[src/rtl/addac_acc.sv]
// Two WIDTH-bit accumulators with load/add/sub and a multi-cycle shift-add
// multiply-accumulate. Results can wrap or saturate, and each accumulator has a sticky flag.
module addac_acc #(
  parameter int WIDTH = 8,
  parameter bit SAT   = 1'b0
) (
  input  logic             clk,
  input  logic             reset,
  input  logic             start,
  input  logic [1:0]       op,
  input  logic             sel,
  input  logic [WIDTH-1:0] c,
  input  logic [WIDTH-1:0] d,
  output logic [WIDTH-1:0] saida1,
  output logic [WIDTH-1:0] saida2,
  output logic             ovf1,
  output logic             ovf2,
  output logic             busy,
  output logic             done
);

  localparam int CW = $clog2(WIDTH);

  typedef enum logic [1:0] {IDLE, MAC, WRITE} state_t;

  state_t             state_reg;
  logic [WIDTH-1:0]   acc_reg [2];
  logic [1:0]         ovf_reg;
  logic               busy_reg;
  logic               done_reg;
  logic               mac_sel_reg;
  logic [2*WIDTH-1:0] mcand_reg;
  logic [WIDTH-1:0]   mplier_reg;
  logic [2*WIDTH-1:0] product_reg;
  logic [CW-1:0]      count_reg;

  logic [WIDTH-1:0]   acc_sel;
  logic [WIDTH-1:0]   acc_mac;
  logic [WIDTH:0]     sum;
  logic [WIDTH-1:0]   diff;
  logic               borrow;
  logic [2*WIDTH:0]   total;
  logic               total_ovf;

  always_comb begin
    acc_sel   = acc_reg[sel];
    acc_mac   = acc_reg[mac_sel_reg];
    sum       = {1'b0, acc_sel} + {1'b0, c};
    diff      = acc_sel - d;
    borrow    = d > acc_sel;
    total     = {{(WIDTH+1){1'b0}}, acc_mac} + {1'b0, product_reg};
    // Any set bit above the accumulator width means the MAC result does not fit
    total_ovf = |total[2*WIDTH:WIDTH];
  end

  always_ff @(posedge clk) begin
    if (reset) begin
      state_reg   <= IDLE;
      acc_reg[0]  <= '0;
      acc_reg[1]  <= '0;
      ovf_reg     <= '0;
      busy_reg    <= 1'b0;
      done_reg    <= 1'b0;
      mac_sel_reg <= 1'b0;
      mcand_reg   <= '0;
      mplier_reg  <= '0;
      product_reg <= '0;
      count_reg   <= '0;
    end else begin
      done_reg <= 1'b0;
      case (state_reg)
        IDLE: begin
          if (start) begin
            case (op)
              2'b00: begin
                acc_reg[sel] <= c;
                ovf_reg[sel] <= 1'b0;
                done_reg     <= 1'b1;
              end
              2'b01: begin
                done_reg <= 1'b1;
                if (sum[WIDTH]) begin
                  ovf_reg[sel] <= 1'b1;
                  acc_reg[sel] <= SAT ? {WIDTH{1'b1}} : sum[WIDTH-1:0];
                end else begin
                  acc_reg[sel] <= sum[WIDTH-1:0];
                end
              end
              2'b10: begin
                done_reg <= 1'b1;
                if (borrow) begin
                  ovf_reg[sel] <= 1'b1;
                  acc_reg[sel] <= SAT ? {WIDTH{1'b0}} : diff;
                end else begin
                  acc_reg[sel] <= diff;
                end
              end
              default: begin
                mac_sel_reg <= sel;
                mcand_reg   <= {{WIDTH{1'b0}}, c};
                mplier_reg  <= d;
                product_reg <= '0;
                count_reg   <= '0;
                busy_reg    <= 1'b1;
                state_reg   <= MAC;
              end
            endcase
          end
        end
        MAC: begin
          // Multiplicand is pre-shifted so each step adds (c << count) when the bit is set
          if (mplier_reg[0]) begin
            product_reg <= product_reg + mcand_reg;
          end
          mcand_reg  <= mcand_reg << 1;
          mplier_reg <= mplier_reg >> 1;
          count_reg  <= count_reg + CW'(1);
          if (count_reg == CW'(WIDTH-1)) begin
            state_reg <= WRITE;
          end
        end
        WRITE: begin
          if (total_ovf) begin
            ovf_reg[mac_sel_reg] <= 1'b1;
            acc_reg[mac_sel_reg] <= SAT ? {WIDTH{1'b1}} : total[WIDTH-1:0];
          end else begin
            acc_reg[mac_sel_reg] <= total[WIDTH-1:0];
          end
          done_reg  <= 1'b1;
          busy_reg  <= 1'b0;
          state_reg <= IDLE;
        end
        default: state_reg <= IDLE;
      endcase
    end
  end

  assign saida1 = acc_reg[0];
  assign saida2 = acc_reg[1];
  assign ovf1   = ovf_reg[0];
  assign ovf2   = ovf_reg[1];
  assign busy   = busy_reg;
  assign done   = done_reg;

endmodule

[config.mk]
export PLATFORM = sky130hd
export DESIGN_NAME = addac_acc
export DESIGN_NICKNAME = d
export VERILOG_FILES = /design/src/rtl/addac_acc.sv
export SDC_FILE = /design/constraint.sdc
export NUM_CORES = 1
export LEC_CHECK = 0
export CORE_ASPECT_RATIO = 1.2
export CORE_MARGIN = 3
export CORE_UTILIZATION = 47
export CTS_CLUSTER_DIAMETER = 150
export DETAILED_ROUTE_END_ITERATION = 10
export PLACE_DENSITY = 0.65
export SETUP_SLACK_MARGIN = 0.05
export SLEW_MARGIN = 5
export SYNTH_ARGS = -nofsm -noshare
export SYNTH_HDL_FRONTEND = slang
export SYNTH_SLANG_ARGS = --single-unit
[constraint.sdc]
create_clock -name clk -period 7.23 [get_ports clk]
set_input_delay 0.723 -clock clk [delete_from_list [all_inputs] [get_ports clk]]
set_output_delay 0.723 -clock clk [all_outputs]
set_load 0.05 [all_outputs]
==> impl_metrics.prom <==
# TYPE chip_impl_metric gauge
chip_impl_info{name="root_buffer",value="sky130_fd_sc_hd__clkbuf_16"} 1
chip_impl_metric{name="drcViolationCount",unit=""} 0
chip_impl_info{name="final_common_cell",value="sky130_fd_sc_hd__nor2_1"} 1
chip_impl_metric{name="power.static_leakage",unit="nW"} 2.45
chip_impl_metric{name="synthToLayoutAreaGrowth",unit="%"} 18.1
chip_impl_metric{name="finalMaxSlewViolations",unit=""} 0
chip_impl_metric{name="grt_antenna_before_repair",unit=""} 0
chip_impl_metric{name="synthesis.yosys.warnings",unit=""} 0
chip_impl_metric{name="routed-via-count",unit=""} 4334
chip_impl_metric{name="post_cts_resized",unit=""} 0
chip_impl_metric{name="detail_route.wl_per_cell",unit="um"} 17.0
chip_impl_metric{name="grt_start_max_net_pins",unit=""} 57
chip_impl_metric{name="postLayoutCellArea",unit="um^2"} 5740
chip_impl_metric{name="placedCellCount",unit=""} 722
chip_impl_metric{name="clk_path_buf_depth",unit=""} 2
chip_impl_metric{name="post-place-ws",unit="ps"} 3130
chip_impl_metric{name="final_antenna_net_count",unit=""} 0
chip_impl_metric{name="multi_input_gate_area_in_the_final_layout",unit="um^2"} 3150
chip_impl_metric{name="grt.total_usage",unit="%"} 22.2
chip_impl_metric{name="switching_share",unit="%"} 25.8
chip_impl_metric{name="placement_rows",unit=""} 40
chip_impl_metric{name="via_count_of_the_first_global_routing_pass",unit=""} 4250
chip_impl_metric{name="postSynthCellCount",unit=""} 575
chip_impl_metric{name="dr.first_iter.drc_count",unit=""} 213
chip_impl_info{name="rsz0062_at_grt",value="no"} 1
chip_impl_metric{name="cts_buffers",unit=""} 9
chip_impl_metric{name="relative_slew_slack",unit="%"} 18.9
chip_impl_metric{name="synthAdderAreaFrac",unit="%"} 13.2
chip_impl_info{name="synth_top_family_by_area",value="compound AO/OA/AOI/OAI gates"} 1
chip_impl_metric{name="power_density",unit="nW/um^2"} 204
chip_impl_metric{name="vdd_ir_drop_max",unit="V"} 0.000111
chip_impl_info{name="timing.setup.critical_path_class",value="input pin to flip-flop"} 1
chip_impl_metric{name="r2r.worst_path.cells",unit=""} 11
chip_impl_metric{name="largest_fanout_of_any_net_on_the_critical_path",unit=""} 12
chip_impl_metric{name="worst_clock_skew",unit="ps"} 7.32
chip_impl_metric{name="clock_power_share",unit="%"} 47.9
chip_impl_metric{name="layout.nets",unit=""} 678
chip_impl_metric{name="floorplan.initialDensity",unit="%"} 48.3
chip_impl_metric{name="gp_congestion",unit=""} 0.951
chip_impl_metric{name="htreeDepth",unit=""} 3
chip_impl_metric{name="register_area",unit="um^2"} 1500
chip_impl_metric{name="die_x",unit="um"} 98.8
chip_impl_metric{name="achievable-frequency",unit="GHz"} 0.262
chip_impl_metric{name="pwr-share-comb",unit="%"} 16.9
chip_impl_metric{name="dieArea",unit="um^2"} 11600
chip_impl_metric{name="boundaryPins",unit=""} 42
chip_impl_info{name="run_status",value="completed"} 1
chip_impl_metric{name="drv_cap",unit=""} 0
chip_impl_info{name="ys.flop_type",value="sky130_fd_sc_hd__dfxtp_1"} 1
chip_impl_metric{name="muxShareOfSynthArea",unit="%"} 6.85
chip_impl_metric{name="period_needed",unit="ps"} 3820
chip_impl_metric{name="vias_per_cell",unit=""} 5.87
chip_impl_metric{name="fillCellCount",unit=""} 898
chip_impl_info{name="worstHoldPathType",value="flip-flop to flip-flop"} 1
chip_impl_metric{name="cell_area_after_technology_mapping",unit="um^2"} 4860
chip_impl_metric{name="hold_depth",unit=""} 2
chip_impl_metric{name="hold_viol_final",unit=""} 0
chip_impl_metric{name="postRouteWirelength",unit="um"} 12600
chip_impl_metric{name="setup_violations",unit=""} 0
chip_impl_metric{name="dpl.hpwl",unit="um"} 9250
chip_impl_metric{name="crit_required",unit="ps"} 7390
chip_impl_metric{name="core_region_area",unit="um^2"} 10100
chip_impl_metric{name="power.net_switching",unit="mW"} 0.301
chip_impl_metric{name="seqPwrFrac",unit="%"} 35.2
chip_impl_metric{name="die_h",unit="um"} 117
chip_impl_metric{name="fin_total_pwr",unit="mW"} 1.17
chip_impl_metric{name="finish.cell_count_without_fillers",unit=""} 738
chip_impl_metric{name="grt_first_pass_wirelength",unit="um"} 20700
chip_impl_metric{name="cp.arrival",unit="ps"} 3980
chip_impl_metric{name="final_total_negative_setup_slack",unit="ps"} 0
chip_impl_info{name="final_cell_mix",value="77 x sky130_fd_sc_hd__nor2_1, 51 x sky130_fd_sc_hd__dfxtp_1, 46 x sky130_fd_sc_hd__a21oi_1"} 1
chip_impl_metric{name="synth_sequential_area_ratio",unit="%"} 30.9
chip_impl_metric{name="grt_overflow",unit=""} 0
chip_impl_metric{name="final.period_utilization",unit="%"} 52.8
chip_impl_metric{name="antenna_cells",unit=""} 0
chip_impl_metric{name="ys_ff_latch",unit=""} 67
chip_impl_metric{name="worstMarginPinSlew",unit="ps"} 1210
chip_impl_metric{name="drt_pre_antenna_iters",unit=""} 5
chip_impl_metric{name="netlist-cell-type-count",unit=""} 60
chip_impl_info{name="critical_path.endpoint_type",value="flip-flop"} 1
chip_impl_metric{name="syn-mean-instance-area",unit="um^2"} 8.45
chip_impl_metric{name="cts.repair_timing.setup_buffer_count",unit=""} 0
chip_impl_metric{name="post_synth_and_or_nand_nor_area_fraction",unit="%"} 19.1
chip_impl_metric{name="clock_insertion_delay_at_the_later_pin_of_the_skew_report",unit="ps"} 340
chip_impl_metric{name="ctsHoldBuffers",unit=""} 0
chip_impl_metric{name="intPower",unit="mW"} 0.868
chip_impl_metric{name="io_buffer_count",unit=""} 41
chip_impl_metric{name="synth_fp_nets",unit=""} 646
chip_impl_info{name="startpoint_class",value="input pin"} 1
chip_impl_metric{name="drive_gt1_share",unit="%"} 8.82
chip_impl_metric{name="fraction_of_registers_with_async_set_or_reset_after_synthesis",unit="%"} 0
chip_impl_metric{name="synth_xor_area_share",unit="%"} 4.51
chip_impl_metric{name="synth_compound_gate_area_share",unit="%"} 21.0
chip_impl_info{name="tritoncts",value="done"} 1
chip_impl_metric{name="synth_edf_count",unit=""} 16
chip_impl_metric{name="clock_sinks",unit=""} 67
chip_impl_metric{name="layout_setup_ws",unit="ps"} 3410
chip_impl_metric{name="worst_path_clk_slew",unit="ps"} 60
chip_impl_metric{name="placed_area",unit="um^2"} 5350
## power groups by stage
stage	Clock (mW)	Sequential [mW]	Combinational, mW
6_report	0.561	0.411	0.198
5_1_grt	0.583	0.413	0.217
4_1_cts	0.566	0.411	0.196
3_5_place_dp	0	0.419	0.194
3_3_place_gp	0	0.419	0.190
2_1_floorplan	0	0.436	0.118
## worst paths after layout
check	startpoint	slack (ps)	end
worst min register to register	mcand_reg[15]	480	mcand_reg[15]
worst max-delay path	sel	3410	acc_reg[1][7]
worst min-delay path	mcand_reg[15]	480	mcand_reg[15]
worst max register to register	flip-flop	3890	flip-flop
## layout make-up
cell class / instances / share of cell area, %
multi-input cells: 457 / 54.8
flip-flops and latches: 67 / 26.2
repair buffers: 47 / 7.85
clock buffers: 12 / 5.04
well taps: 126 / 2.75
clock inverters: 4 / 1.72
inverters: 25 / 1.64
## metrics by stage
| stage | util [%] | hold slack [ps] |
|---|---|---|
| 6_report | 57.0 | 476 |
| 5_1_grt | 57.0 | 495 |
| 4_1_cts | 57.0 | 478 |
| 3_5_place_dp | 53.2 | 469 |
| 3_3_place_gp | 53.2 | 457 |
| 2_1_floorplan | - | 448 |
## cell families (layout without fill, tap and decap cells)
kind of cell / Yosys count / in the layout
DFF: 67 / 67
muxes: 31 / 31
buffers and inverters: 51 / 88
adders and majority gates: 49 / 49
xor gates and xnor gates: 25 / 25
and+or+nand+nor: 201 / 201
AOI/OAI and AO/OA: 151 / 151
## Yosys cell counts (13+ instances only)
cell	instances	area share (%)
sky130_fd_sc_hd__nor2_1	77	5.9
sky130_fd_sc_hd__dfxtp_1	51	21
sky130_fd_sc_hd__a21oi_1	46	4.7
sky130_fd_sc_hd__ha_1	45	12
sky130_fd_sc_hd__nand2_1	39	3.0
sky130_fd_sc_hd__inv_1	25	1.9
sky130_fd_sc_hd__nor3_1	23	2.4
sky130_fd_sc_hd__nand3_1	22	2.3
sky130_fd_sc_hd__a211oi_1	20	3.1
sky130_fd_sc_hd__clkbuf_1	19	1.5
sky130_fd_sc_hd__xnor2_1	18	3.2
sky130_fd_sc_hd__mux2_2	17	3.9
sky130_fd_sc_hd__edfxtp_1	16	9.9
sky130_fd_sc_hd__o21ai_0	16	1.6
sky130_fd_sc_hd__mux2i_1	13	2.7
## routing by layer
layer | track usage [%] | part of all wire, % | up-vias
met5 | 0 | 0 | -
met3 | 4.64 | 4.7 | 17
li1 | - | - | 2148
met4 | 7.51 | 1.8 | 0
met1 | 28.3 | 45 | 2068
met2 | 37.1 | 49 | 101
## critical path: stages
cell and delay, ps:
sky130_fd_sc_hd__clkdlybuf4s50_1 870, sky130_fd_sc_hd__mux2i_1 370, sky130_fd_sc_hd__inv_1 150, sky130_fd_sc_hd__ha_1 290, sky130_fd_sc_hd__a21o_1 160, sky130_fd_sc_hd__a21oi_2 180, sky130_fd_sc_hd__o21bai_2 110, sky130_fd_sc_hd__a2111oi_4 390
sky130_fd_sc_hd__nor4_1 90, sky130_fd_sc_hd__o311ai_1 260, sky130_fd_sc_hd__o21ai_1 120, sky130_fd_sc_hd__a211oi_1 250
(Power assumes the default switching activity.)
